==> config.mk <==
export PLATFORM = sky130hd
export DESIGN_NAME = wallace_mul8_seq_flat
export DESIGN_NICKNAME = d
export VERILOG_FILES = /design/src/rtl/wallace_mul8_seq_if.sv /design/src/rtl/wallace_mul8_seq.sv /design/src/flat_wrapper.sv
export SDC_FILE = /design/constraint.sdc
export NUM_CORES = 1
export LEC_CHECK = 0
export ABC_CLOCK_PERIOD_IN_PS = 3600
export CORE_MARGIN = 10
export CORE_UTILIZATION = 40
export DETAILED_ROUTE_END_ITERATION = 12
export GPL_TIMING_DRIVEN = 0
export HOLD_SLACK_MARGIN = 0.02
export PLACE_DENSITY = 0.63
export SYNTH_ARGS = -nofsm -noshare
export SYNTH_HDL_FRONTEND = slang
export SYNTH_SLANG_ARGS = --single-unit
==> constraint.sdc <==
create_clock -name clk -period 3.6 [get_ports clk]
set_clock_uncertainty 0.05 [all_clocks]
set_input_delay 0.54 -clock clk [delete_from_list [all_inputs] [get_ports clk]]
set_output_delay 0.54 -clock clk [all_outputs]
set_load 0.005 [all_outputs]
==> src/rtl/wallace_mul8_seq_if.sv <==
// Request/response bundle for the sequential 8x8 multiplier.
// in_valid/in_ready and out_valid/out_ready are valid/ready pairs: a transfer
// happens on a rising edge where both are high; valid must not depend on ready.
interface wallace_mul8_seq_if;
    logic        in_valid;
    logic        in_ready;
    logic [7:0]  a;
    logic [7:0]  b;
    logic        acc;
    logic        out_valid;
    logic        out_ready;
    logic [15:0] prod;
    logic [1:0]  state;

    modport master (
        output in_valid, a, b, acc, out_ready,
        input  in_ready, out_valid, prod, state
    );

    modport slave (
        input  in_valid, a, b, acc, out_ready,
        output in_ready, out_valid, prod, state
    );
endinterface

==> src/rtl/wallace_mul8_seq.sv <==
// Unsigned 8x8 multiply(-accumulate) built from one shared external 4x4
// wallace multiplier, stepping through the four nibble partial products.
module wallace_mul8_seq (
    input  logic                     clk,
    input  logic                     rst,
    wallace_mul8_seq_if.slave        bus,
    output logic [3:0]               mul_a,
    output logic [3:0]               mul_b,
    input  logic [7:0]               mul_prod
);
    typedef enum logic [1:0] {
        IDLE = 2'd0,
        MUL  = 2'd1,
        DONE = 2'd2
    } state_t;

    state_t      state;
    logic [1:0]  step;
    logic [7:0]  op_a;
    logic [7:0]  op_b;
    logic [15:0] accum;
    logic        in_ready_q;
    logic        out_valid_q;
    logic [15:0] addend;

    // step[0] selects the high nibble of a, step[1] the high nibble of b.
    always_comb begin
        mul_a  = 4'd0;
        mul_b  = 4'd0;
        addend = 16'd0;
        if (state == MUL) begin
            mul_a = step[0] ? op_a[7:4] : op_a[3:0];
            mul_b = step[1] ? op_b[7:4] : op_b[3:0];
            case (step)
                2'd0:       addend = {8'd0, mul_prod};
                2'd1, 2'd2: addend = {4'd0, mul_prod, 4'd0};
                default:    addend = {mul_prod, 8'd0};
            endcase
        end
    end

    always_ff @(posedge clk or posedge rst) begin
        if (rst) begin
            state       <= IDLE;
            step        <= 2'd0;
            op_a        <= 8'd0;
            op_b        <= 8'd0;
            accum       <= 16'd0;
            in_ready_q  <= 1'b1;
            out_valid_q <= 1'b0;
        end else begin
            case (state)
                IDLE: begin
                    if (bus.in_valid && in_ready_q) begin
                        op_a       <= bus.a;
                        op_b       <= bus.b;
                        if (!bus.acc) accum <= 16'd0;
                        step       <= 2'd0;
                        state      <= MUL;
                        in_ready_q <= 1'b0;
                    end
                end
                MUL: begin
                    accum <= accum + addend;
                    step  <= step + 2'd1;
                    if (step == 2'd3) begin
                        state       <= DONE;
                        out_valid_q <= 1'b1;
                    end
                end
                DONE: begin
                    if (bus.out_ready) begin
                        state       <= IDLE;
                        out_valid_q <= 1'b0;
                        in_ready_q  <= 1'b1;
                    end
                end
                default: begin
                    state       <= IDLE;
                    in_ready_q  <= 1'b1;
                    out_valid_q <= 1'b0;
                end
            endcase
        end
    end

    assign bus.in_ready  = in_ready_q;
    assign bus.out_valid = out_valid_q;
    assign bus.prod      = accum;
    assign bus.state     = state;
endmodule

==> src/flat_wrapper.sv <==
// flat-port wrapper written by rule: the top's interface ports become plain ports
module wallace_mul8_seq_flat 
  (clk, rst, mul_a, mul_b, mul_prod, bus_in_valid, bus_a, bus_b, bus_acc, bus_out_ready, bus_in_ready, bus_out_valid, bus_prod, bus_state);
  wallace_mul8_seq_if bus_i ();
  input  logic clk;
  input  logic rst;
  output logic [3:0] mul_a;
  output logic [3:0] mul_b;
  input  logic [7:0] mul_prod;
  input wire logic [$bits(bus_i.in_valid)-1:0] bus_in_valid;
  input wire logic [$bits(bus_i.a)-1:0] bus_a;
  input wire logic [$bits(bus_i.b)-1:0] bus_b;
  input wire logic [$bits(bus_i.acc)-1:0] bus_acc;
  input wire logic [$bits(bus_i.out_ready)-1:0] bus_out_ready;
  output wire logic [$bits(bus_i.in_ready)-1:0] bus_in_ready;
  output wire logic [$bits(bus_i.out_valid)-1:0] bus_out_valid;
  output wire logic [$bits(bus_i.prod)-1:0] bus_prod;
  output wire logic [$bits(bus_i.state)-1:0] bus_state;
  assign bus_i.in_valid = bus_in_valid;
  assign bus_i.a = bus_a;
  assign bus_i.b = bus_b;
  assign bus_i.acc = bus_acc;
  assign bus_i.out_ready = bus_out_ready;
  assign bus_in_ready = bus_i.in_ready;
  assign bus_out_valid = bus_i.out_valid;
  assign bus_prod = bus_i.prod;
  assign bus_state = bus_i.state;
  wallace_mul8_seq u_core (.clk(clk), .rst(rst), .bus(bus_i), .mul_a(mul_a), .mul_b(mul_b), .mul_prod(mul_prod));
endmodule
# Yosys cells after proc, flatten, opt, wreduce, memory -nomap -nowiden
# Cells that the tools add are included.
word_totals:
  register_bits: 38
  latch_bits: 0
  mem_bits_rw: 0
  mem_bits_ro: 0
  input_bits: 29
  mem_count: 0
classes:
  add_sub_neg: 2
  multipliers: 0
  div: 0
  order_cmp: 0
  eq_ne: 9
  shifts: 0
  n_mux: 21
  n_bitwise: 2
  reduce_logical: 11
op_table:
  columns: ["op", "count"]
  rows:
  - ["$pmux 16 s2", 2]
  - ["$mux 16", 3]
  - ["$add 16x16->16", 1]
  - ["$mux 4", 4]
  - ["$reduce_and 3->1", 4]
  - ["$mux 2", 4]
  - ["$eq 2x2->1 const B", 3]
  - ["$ne 2x2->1 const B", 3]
  - ["$pmux 1 s3", 2]
  - ["$pmux 2 s3", 1]
  - ["$eq 2x1->1 const B", 2]
  - ["$logic_not 2->1", 2]
  - ["$mux 1", 4]
  - ["$pmux 2 s2", 1]
  - ["$reduce_and 2->1", 2]
  - ["$add 2x1->2 const B", 1]
  - ["$ne 2x1->1 const B", 1]
  - ["$not 1->1", 2]
  - ["$reduce_bool 2->1", 1]
  - ["$reduce_or 2->1", 1]
  - ["$logic_and 1x1->1", 1]

# Longest topological paths before layout
# Gate-level depths: netlist of run 1.
logic_depth:
  depth_word: 6
  mapped_depth: 16

# Least setup slack after synthesis of run 1
# No wires, ideal clock.
synth_path:
  path_type: "flip-flop to flip-flop"
  startpoint: "register u_core.step[0]"
  endpoint: "register u_core.accum[13] (netlist: u_core.bus.prod[13])"
  setup_ps: 122
  arrival_ps: 2822
  setup_slack_ps: 606
  path_stages_with_launch: 16
  path_buffers: 2
  period_less_slack_ps: 2994
  path_cell_list: "dfrtp_1 clkbuf_1 inv_1 ha_1 clkbuf_1 nand2_1 nor2_1 a21oi_1 nor2_1 ha_1 a21oi_2 nand2_1 a21oi_2 a21oi_1 or3_1 a32o_1"
synth_between:
  elab_chain_cells: 6
synth_lines:
  columns: ["element", "line", "rtl"]
  rows:
  - ["start: declaration", "wallace_mul8_seq.sv:18", "logic [1:0] step;"]
  - ["start signal: assignment", "wallace_mul8_seq.sv:65", "step <= step + 2'd1;"]
  - ["$eq 2x1->1 / $eq 2x2->1 (equally long branches)", "wallace_mul8_seq.sv:34", "case (step)"]
  - ["$reduce_or 2->1", "wallace_mul8_seq.sv:34", null]
  - ["$pmux 16 s2 (*)", "wallace_mul8_seq.sv:34", null]
  - ["$mux 16 (*)", "wallace_mul8_seq.sv:31", "if (state == MUL) begin"]
  - ["$add 16x16->16 (*)", "wallace_mul8_seq.sv:64", "accum <= accum + addend;"]
  - ["$pmux 16 s2 (*)", "wallace_mul8_seq.sv:52", "case (state)"]
  - ["end signal: assignment", "wallace_mul8_seq.sv:64", null]
  - ["end: declaration", "wallace_mul8_seq.sv:21", "logic [15:0] accum;"]
# Mark *: on every way between the ends. The rest lies on a longest branch, timed or not.
# A chain may end at the register's enable or synchronous reset.

# Worst setup path in the final report of run 1
# Same ends and word-level chain as after synthesis.

==> flow_results.xml, run 1 <==
<?xml version="1.0" encoding="UTF-8"?>
<metrics>
  <group name="synthesis">
    <metric name="post_synth_main_area_contributors" unit="">sky130_fd_sc_hd__dfrtp_1, sky130_fd_sc_hd__ha_1, sky130_fd_sc_hd__mux2_2</metric>
    <metric name="synthesis.area" unit="mm^2">0.00248</metric>
    <metric name="synth_seq_cells" unit="">38</metric>
    <metric name="synthArstFlopShare" unit="%">100</metric>
    <metric name="post-synth-top-area-cell" unit="">sky130_fd_sc_hd__dfrtp_1</metric>
    <metric name="seq_area_frac_synth" unit="%">38.3</metric>
    <metric name="ys.flop_type" unit="">sky130_fd_sc_hd__dfrtp_1</metric>
    <metric name="synthCells" unit="">267</metric>
    <metric name="syn_nets" unit="">314</metric>
    <metric name="synth_cell_types" unit="">46</metric>
    <metric name="synth.yosys.warnings" unit="">0</metric>
    <metric name="netlist_top_cells_count" unit="">sky130_fd_sc_hd__dfrtp_1, sky130_fd_sc_hd__nand2_1, sky130_fd_sc_hd__nor2_1</metric>
    <metric name="syn-mean-instance-area" unit="um^2">9.31</metric>
    <metric name="post-synth-top-area-fraction" unit="%">37.3</metric>
    <metric name="synth-edff-count" unit="">0</metric>
    <metric name="post-synth-top-count-cell" unit="">sky130_fd_sc_hd__dfrtp_1</metric>
  </group>
  <group name="global_route">
    <metric name="grt_first_pass_wirelength" unit="um">11400</metric>
    <metric name="gr_util_all_layers" unit="%">14.0</metric>
    <metric name="grt-ovfl-total" unit="">0</metric>
    <metric name="initial_antenna_violation_count" unit="">0</metric>
    <metric name="grt_pass1_vias" unit="">2213</metric>
    <metric name="largest_net_degree_at_the_start_of_global_routing" unit="">39</metric>
  </group>
  <group name="route">
    <metric name="dr_total_vias" unit="">2181</metric>
    <metric name="detail_route.vias_per_cell" unit="">5.39</metric>
    <metric name="detailedRoute.firstPassIterationCount" unit="">4</metric>
    <metric name="drt_iter0_drc" unit="">94</metric>
    <metric name="routed_wl" unit="um">6800</metric>
    <metric name="drc" unit="">0</metric>
    <metric name="postRouteAntennaNets" unit="">0</metric>
    <metric name="detail_route.wl_per_cell" unit="um">16.8</metric>
  </group>
  <group name="clock_tree">
    <metric name="cts.sink_count" unit="">38</metric>
    <metric name="clock_insertion_delay_worst_skew" unit="ns">0.30</metric>
    <metric name="clock_tree_from_tritoncts" unit="">yes</metric>
    <metric name="holdBufCountCts" unit="">0</metric>
    <metric name="clock_tree.root_cell" unit="">sky130_fd_sc_hd__clkbuf_8</metric>
    <metric name="clk_transition_reported_paths" unit="ns">0.08</metric>
    <metric name="h-tree-depth" unit="">2</metric>
    <metric name="cts-buffers-inserted" unit="">5</metric>
    <metric name="number_of_buffers_on_the_longest_clock_path" unit="">2</metric>
  </group>
  <group name="placement">
    <metric name="gp_routability_congestion" unit="">0.875</metric>
    <metric name="io_buffers" unit="">56</metric>
    <metric name="place_inst" unit="">398</metric>
    <metric name="post_dp_hpwl" unit="um">5110</metric>
    <metric name="dpl-instance-area" unit="mm^2">0.00314</metric>
  </group>
  <group name="worst_setup_path">
    <metric name="r2r_cells" unit="">14</metric>
    <metric name="worstSetupPathType" unit="">flop to flop</metric>
    <metric name="crit_path_max_fanout" unit="">9</metric>
    <metric name="setup.worst_path.end_class" unit="">flop</metric>
    <metric name="reg2reg_to" unit="">u_core.bus.prod[13]$_DFFE_PP0P_</metric>
    <metric name="worstReg2RegStart" unit="">u_core.step[0]$_DFFE_PP0P_</metric>
    <metric name="r2r_slack" unit="ns">0.29</metric>
    <metric name="worstPathArrival" unit="ns">3.44</metric>
    <metric name="type_of_origin_of_the_critical_path" unit="">flop</metric>
    <metric name="worst_ep_required" unit="ns">3.74</metric>
  </group>
  <group name="timing">
    <metric name="worst_slew_margin_rel" unit="%">46.5</metric>
    <metric name="worst_pin_slew" unit="ns">0.802</metric>
    <metric name="rsz0062_at_grt" unit="">false</metric>
    <metric name="setup_viol_count_final" unit="">0</metric>
    <metric name="achievable_freq" unit="MHz">302</metric>
    <metric name="layout_min_cycle_time" unit="ns">3.31</metric>
    <metric name="min_period_over_period" unit="%">91.9</metric>
    <metric name="fin_tns_setup" unit="ns">0</metric>
    <metric name="report.final.slew_viol_count" unit="">0</metric>
    <metric name="hold_viol" unit="">0</metric>
  </group>
  <group name="min_path">
    <metric name="hold_path_startpoint" unit="">u_core.op_a[2]$_DFFE_PP0P_</metric>
    <metric name="hold_path.class" unit="">flop to flop</metric>
    <metric name="timing.hold.worst_endpoint" unit="">u_core.op_a[2]$_DFFE_PP0P_</metric>
    <metric name="hold_path_depth" unit="">1</metric>
  </group>
  <group name="run">
    <metric name="max-cap-violations" unit="">0</metric>
  </group>
  <group name="power">
    <metric name="ir_worst_vdd" unit="mV">0.286</metric>
    <metric name="leakagePower" unit="nW">1.50</metric>
    <metric name="power_density" unit="mW/mm^2">655</metric>
  </group>
  <group name="final_layout">
    <metric name="final_layout_size_suffix_gt1_share" unit="%">11.8</metric>
    <metric name="fin_cells" unit="">405</metric>
    <metric name="stdcell_area" unit="mm^2">0.00325</metric>
    <metric name="layout.filler_cells" unit="">562</metric>
    <metric name="antenna-diode-count" unit="">0</metric>
    <metric name="flow.area_growth_from_synthesis" unit="%">31.0</metric>
    <metric name="finalNetCount" unit="">376</metric>
  </group>
  <group name="floorplan">
    <metric name="floorplan.die_area" unit="mm^2">0.00976</metric>
    <metric name="die_width" unit="um">98.8</metric>
    <metric name="chipHeight" unit="um">98.8</metric>
    <metric name="num_rows" unit="">28</metric>
    <metric name="core_area" unit="mm^2">0.00599</metric>
    <metric name="initial_util" unit="%">41.5</metric>
    <metric name="design.portCount" unit="">57</metric>
  </group>
  <group name="status">
    <metric name="status" unit="">complete, no violations</metric>
  </group>
</metrics>
## what timing repair did
action                     4_1_cts  5_1_grt
resized for setup                0        4
setup buffers                    0        0
setup endpoints to repair        0        7
## report_power, final
group | internal [mW] | switching (mW) | leakage, nW
Clock | 0.226 | 0.162 | 0.0585
Combinational | 0.498 | 0.536 | 0.947
Sequential | 0.593 | 0.115 | 0.494
## layout by cell type, fill, tap and decap left out, types with 3 or more instances in the layout
cell	count
sky130_fd_sc_hd__dfrtp_1	37
sky130_fd_sc_hd__a21o_1	5
sky130_fd_sc_hd__nor3_1	4
sky130_fd_sc_hd__clkbuf_8	6
sky130_fd_sc_hd__o21ai_0	13
sky130_fd_sc_hd__o21ai_1	6
sky130_fd_sc_hd__nand2_1	31
sky130_fd_sc_hd__a32o_1	3
sky130_fd_sc_hd__nor2_1	23
sky130_fd_sc_hd__and3_1	7
sky130_fd_sc_hd__mux2_2	16
sky130_fd_sc_hd__a21oi_1	18
sky130_fd_sc_hd__clkbuf_2	3
sky130_fd_sc_hd__ha_1	17
sky130_fd_sc_hd__mux2i_1	10
sky130_fd_sc_hd__clkbuf_1	7
sky130_fd_sc_hd__a22oi_1	6
sky130_fd_sc_hd__clkdlybuf4s50_1	56
sky130_fd_sc_hd__a21oi_2	3
sky130_fd_sc_hd__inv_1	5
sky130_fd_sc_hd__nand3_1	4
sky130_fd_sc_hd__buf_2	5
sky130_fd_sc_hd__nand4_1	3
sky130_fd_sc_hd__xnor2_1	8
## stage by stage
stage | util (%) | hold slack, ns | power (mW) | setup slack [ns]
after detailed placement | 52.4 | 0.446 | 1.75 | 0.130
after global placement | 52.4 | 0.435 | 1.73 | 0.134
final | 54.3 | 0.460 | 2.13 | 0.292
after floorplan | - | 0.430 | 1.36 | 0.606
after global routing | 54.3 | 0.482 | 2.31 | 0.0167
after CTS | 54.3 | 0.462 | 2.14 | 0.117
## kinds of logic (layout without fill, tap and decap cells)
logic type	count (synthesis)	in the layout	share of synthesized area (%)
buffers and inverters	21	84	3.47
muxes	26	26	11.3
adders and majority gates	18	18	9.37
xor gates and xnor gates	10	10	3.52
AOI/OAI and AO/OA	71	71	18.6
DFF	38	38	38.3
and+or+nand+nor	83	83	15.5
## area by class of cell
class	count	area, um^2	share of cell area (%)
multi-input cells	208	1450	44.4
flip-flops and latches	38	952	29.3
repair buffers	56	561	17.2
well taps	75	93.8	2.88
clock buffers	7	86.3	2.65
plain buffers	14	62.6	1.92
clock inverters	1	30.0	0.923
inverters	6	22.5	0.692
## layer usage
layer / GRT usage [%] / share of wire (%) / routed length [um]
met1: 18.6 / 49 / 3330
met2: 22.0 / 45 / 3070
met3: 3.84 / 4.8 / 328
met4: 3.53 / 1.1 / 77
met5: 0 / 0 / 0
## state kept, by name, summed over array words and instances, names as in the netlist
name / count
u_core.op_b: 8
u_core.step: 2
u_core.bus.state: 2
u_core.bus.out_valid: 1
u_core.bus.prod: 16
u_core.op_a: 8
u_core.bus.in_ready: 1
## critical path, cell delays in order, from the launching register on
cell	delay, ns
sky130_fd_sc_hd__dfrtp_1	0.35
sky130_fd_sc_hd__clkbuf_1	0.32
sky130_fd_sc_hd__inv_1	0.10
sky130_fd_sc_hd__ha_1	0.43
sky130_fd_sc_hd__nand2_1	0.11
sky130_fd_sc_hd__nor2_1	0.04
sky130_fd_sc_hd__a21oi_1	0.11
sky130_fd_sc_hd__nor2_1	0.06
sky130_fd_sc_hd__ha_1	0.41
sky130_fd_sc_hd__a21oi_2	0.26
sky130_fd_sc_hd__nand2_1	0.10
sky130_fd_sc_hd__a21oi_2	0.20
sky130_fd_sc_hd__a21oi_1	0.11
sky130_fd_sc_hd__or3_1	0.31
sky130_fd_sc_hd__a32o_1	0.25
## worst max-delay path by stage
| stage | start | endpoint | slack [ns] |
|---|---|---|---|
| 3_3_place_gp | u_core.bus.state[1]$_DFFE_PP0P_ | u_core.bus.prod[13]$_DFFE_PP0P_ | 0.13 |
| 4_1_cts | u_core.bus.state[1]$_DFFE_PP0P_ | u_core.bus.prod[13]$_DFFE_PP0P_ | 0.12 |
| 6_report | u_core.step[0]$_DFFE_PP0P_ | u_core.bus.prod[13]$_DFFE_PP0P_ | 0.29 |
| 3_5_place_dp | u_core.bus.state[1]$_DFFE_PP0P_ | u_core.bus.prod[13]$_DFFE_PP0P_ | 0.13 |
| 2_1_floorplan | u_core.step[0]$_DFFE_PP0P_ | u_core.bus.prod[13]$_DFFE_PP0P_ | 0.61 |
| 5_1_grt | u_core.step[0]$_DFFE_PP0P_ | u_core.bus.prod[13]$_DFFE_PP0P_ | 0.02 |
(Power assumes the default switching activity.)
==> inputs of run 2 (changes only) <==
- PLACE_DENSITY: 0.63 -> 0.75
- TNS_END_PERCENT: default -> 5
==> run 2 against run 1 <==
Sequential power grew 2%. Clock power shrank 4%. Combinational power is essentially flat. Die area is the same. Worst hold slack lost 0.00062 ns. Largest cell class unchanged. Largest power group unchanged.
==> flow_results.xml, run 2 (synthesis gave the netlist of run 1 again) <==
<?xml version="1.0" encoding="UTF-8"?>
<metrics>
  <group name="clock_tree">
    <metric name="clock_tree.root_cell" unit="">sky130_fd_sc_hd__clkbuf_8</metric>
    <metric name="cts.sink_count" unit="">38</metric>
    <metric name="holdBufCountCts" unit="">0</metric>
    <metric name="number_of_buffers_on_the_longest_clock_path" unit="">2</metric>
    <metric name="clock_tree_from_tritoncts" unit="">yes</metric>
    <metric name="clock_insertion_delay_worst_skew" unit="ns">0.30</metric>
    <metric name="h-tree-depth" unit="">2</metric>
    <metric name="cts-buffers-inserted" unit="">5</metric>
    <metric name="clk_transition_reported_paths" unit="ns">0.09</metric>
  </group>
  <group name="final_layout">
    <metric name="final_cell_mix" unit="">sky130_fd_sc_hd__clkdlybuf4s50_1, sky130_fd_sc_hd__dfrtp_1, sky130_fd_sc_hd__nand2_1, sky130_fd_sc_hd__nor2_1, sky130_fd_sc_hd__a21oi_1</metric>
    <metric name="antenna-diode-count" unit="">0</metric>
    <metric name="flow.area_growth_from_synthesis" unit="%">30.9</metric>
    <metric name="final_common_cell" unit="">sky130_fd_sc_hd__clkdlybuf4s50_1</metric>
    <metric name="finalNetCount" unit="">376</metric>
    <metric name="final_layout_size_suffix_gt1_share" unit="%">12.4</metric>
    <metric name="largest_reg_flops" unit="">16</metric>
    <metric name="final_core_util" unit="%">54.3</metric>
  </group>
  <group name="floorplan">
    <metric name="num_rows" unit="">28</metric>
    <metric name="floorplan.die_area" unit="mm^2">0.00976</metric>
    <metric name="design.portCount" unit="">57</metric>
    <metric name="core_area" unit="mm^2">0.00599</metric>
    <metric name="initial_util" unit="%">41.5</metric>
    <metric name="die_width" unit="um">98.8</metric>
    <metric name="chipHeight" unit="um">98.8</metric>
  </group>
  <group name="global_route">
    <metric name="grt_first_pass_wirelength" unit="um">11000</metric>
    <metric name="gr_util_all_layers" unit="%">13.5</metric>
    <metric name="largest_net_degree_at_the_start_of_global_routing" unit="">39</metric>
    <metric name="initial_antenna_violation_count" unit="">0</metric>
    <metric name="grt-ovfl-total" unit="">0</metric>
    <metric name="grt_pass1_vias" unit="">2267</metric>
  </group>
  <group name="power">
    <metric name="combinationalPowerShare" unit="%">48.2</metric>
    <metric name="clockPowerShare" unit="%">17.7</metric>
    <metric name="total_switching_power" unit="mW">0.817</metric>
    <metric name="internal_power" unit="mW">1.29</metric>
    <metric name="pwr-share-seq" unit="%">34.2</metric>
    <metric name="leakagePower" unit="nW">1.49</metric>
    <metric name="power_density" unit="mW/mm^2">648</metric>
    <metric name="netSwitchingFraction" unit="%">38.7</metric>
    <metric name="ir_worst_vdd" unit="mV">0.338</metric>
    <metric name="power" unit="mW">2.11</metric>
  </group>
  <group name="timing">
    <metric name="layout_min_cycle_time" unit="ns">3.37</metric>
    <metric name="worst_slew_margin_rel" unit="%">45.3</metric>
    <metric name="rsz0062_at_grt" unit="">false</metric>
    <metric name="achievable_freq" unit="MHz">297</metric>
    <metric name="report.final.slew_viol_count" unit="">0</metric>
    <metric name="hold_viol" unit="">0</metric>
    <metric name="min_period_over_period" unit="%">93.6</metric>
    <metric name="setup_viol_count_final" unit="">0</metric>
    <metric name="worst_pin_slew" unit="ns">0.819</metric>
    <metric name="setup_slack" unit="ns">0.232</metric>
    <metric name="fin_tns_setup" unit="ns">0</metric>
    <metric name="hold_ws" unit="ns">0.459</metric>
  </group>
  <group name="route">
    <metric name="dr_total_vias" unit="">2233</metric>
    <metric name="detail_route.vias_per_cell" unit="">5.51</metric>
    <metric name="drc" unit="">0</metric>
    <metric name="detail_route.wl_per_cell" unit="um">16.6</metric>
    <metric name="postRouteAntennaNets" unit="">0</metric>
    <metric name="detailedRoute.firstPassIterationCount" unit="">4</metric>
    <metric name="routed_wl" unit="um">6710</metric>
    <metric name="drt_iter0_drc" unit="">133</metric>
  </group>
  <group name="placement">
    <metric name="post_dp_hpwl" unit="um">5050</metric>
    <metric name="dpl_worst_slack" unit="ns">0.102</metric>
    <metric name="gp_routability_congestion" unit="">0.904</metric>
    <metric name="io_buffers" unit="">56</metric>
  </group>
  <group name="status">
    <metric name="status" unit="">complete, no violations</metric>
  </group>
  <group name="worst_setup_path">
    <metric name="type_of_origin_of_the_critical_path" unit="">flop</metric>
    <metric name="setup.worst_path.end_class" unit="">flop</metric>
    <metric name="worstSetupPathType" unit="">flop to flop</metric>
    <metric name="crit_path_max_fanout" unit="">10</metric>
    <metric name="worst_ep_required" unit="ns">3.74</metric>
    <metric name="worstPathArrival" unit="ns">3.51</metric>
  </group>
  <group name="run">
    <metric name="max-cap-violations" unit="">0</metric>
  </group>
  <group name="min_path">
    <metric name="hold_path.class" unit="">flop to flop</metric>
  </group>
</metrics>
## run 2: layout make-up
class	instances	area, um^2
Clock inverter	3	45.0
Tap cell	75	93.8
Inverter	6	22.5
Buffer	14	63.8
Fill cell	538	2740
Sequential cell	38	952
Multi-Input combinational cell	208	1450
Clock buffer	5	68.8
Timing Repair Buffer	56	561
## run 2: what timing repair did
action,in CTS,in global routing
setup endpoints to repair,0,7
resized for setup,0,6
setup buffers,0,0
## run 2: path summary, 6_finish.rpt
check,start,end,slack (ns),cells after the start
hold reg to reg,u_core.op_b[2]$_DFFE_PP0P_,u_core.op_b[2]$_DFFE_PP0P_,0.46,1
setup / recovery,u_core.bus.state[1]$_DFFE_PP0P_,u_core.bus.prod[13]$_DFFE_PP0P_,0.23,12
hold / removal,u_core.op_b[2]$_DFFE_PP0P_,u_core.op_b[2]$_DFFE_PP0P_,0.46,1
setup reg to reg,u_core.bus.state[1]$_DFFE_PP0P_,u_core.bus.prod[13]$_DFFE_PP0P_,0.23,12
max in group asynchronous,rst,u_core.op_a[6]$_DFFE_PP0P_,2.31,2
min in group asynchronous,rst,u_core.bus.prod[8]$_DFFE_PP0P_,0.66,2
## run 2: power by group through the flow
| stage | registers (mW) | clock network (mW) | logic [mW] |
|---|---|---|---|
| final | 0.721 | 0.372 | 1.02 |
| after global routing | 0.747 | 0.398 | 1.13 |
| after CTS | 0.711 | 0.385 | 1.03 |
| after detailed placement | 0.718 | 0 | 1.03 |
| after global placement | 0.709 | 0 | 1.00 |
| after floorplan | 0.696 | 0 | 0.666 |
## run 2: critical path, stage by stage, from the launching register on
cell	delay, ns
sky130_fd_sc_hd__dfrtp_1	0.44
sky130_fd_sc_hd__inv_1	0.12
sky130_fd_sc_hd__nand2_1	0.12
sky130_fd_sc_hd__clkbuf_1	0.46
sky130_fd_sc_hd__clkbuf_2	0.35
sky130_fd_sc_hd__nor3_1	0.11
sky130_fd_sc_hd__ha_1	0.37
sky130_fd_sc_hd__a21oi_1	0.24
sky130_fd_sc_hd__nand2_1	0.10
sky130_fd_sc_hd__o21ai_2	0.22
sky130_fd_sc_hd__a21oi_1	0.12
sky130_fd_sc_hd__or3_1	0.32
sky130_fd_sc_hd__a32o_1	0.24
## run 2: routing by layer
layer | vias up | global-route usage, % | part of all wire, %
met5 | - | 0 | 0
met4 | 0 | 4.19 | 1.2
met3 | 9 | 4.26 | 7.0
met2 | 63 | 21.5 | 48
met1 | 1070 | 16.9 | 44
li1 | 1091 | - | -
## run 2: through the flow
stage               cell area, um^2  std cells
global placement               3140        398
finish                         3250        405
detailed placement             3140        398
floorplan                      2480        267
CTS                            3250        406
global route                   3250        405
==> inputs of run 3 (changes only) <==
- CTS_CLUSTER_DIAMETER: default -> 80
==> results of run 3 <==
The final DEF is identical to that of run 2; final timing and power are the same.
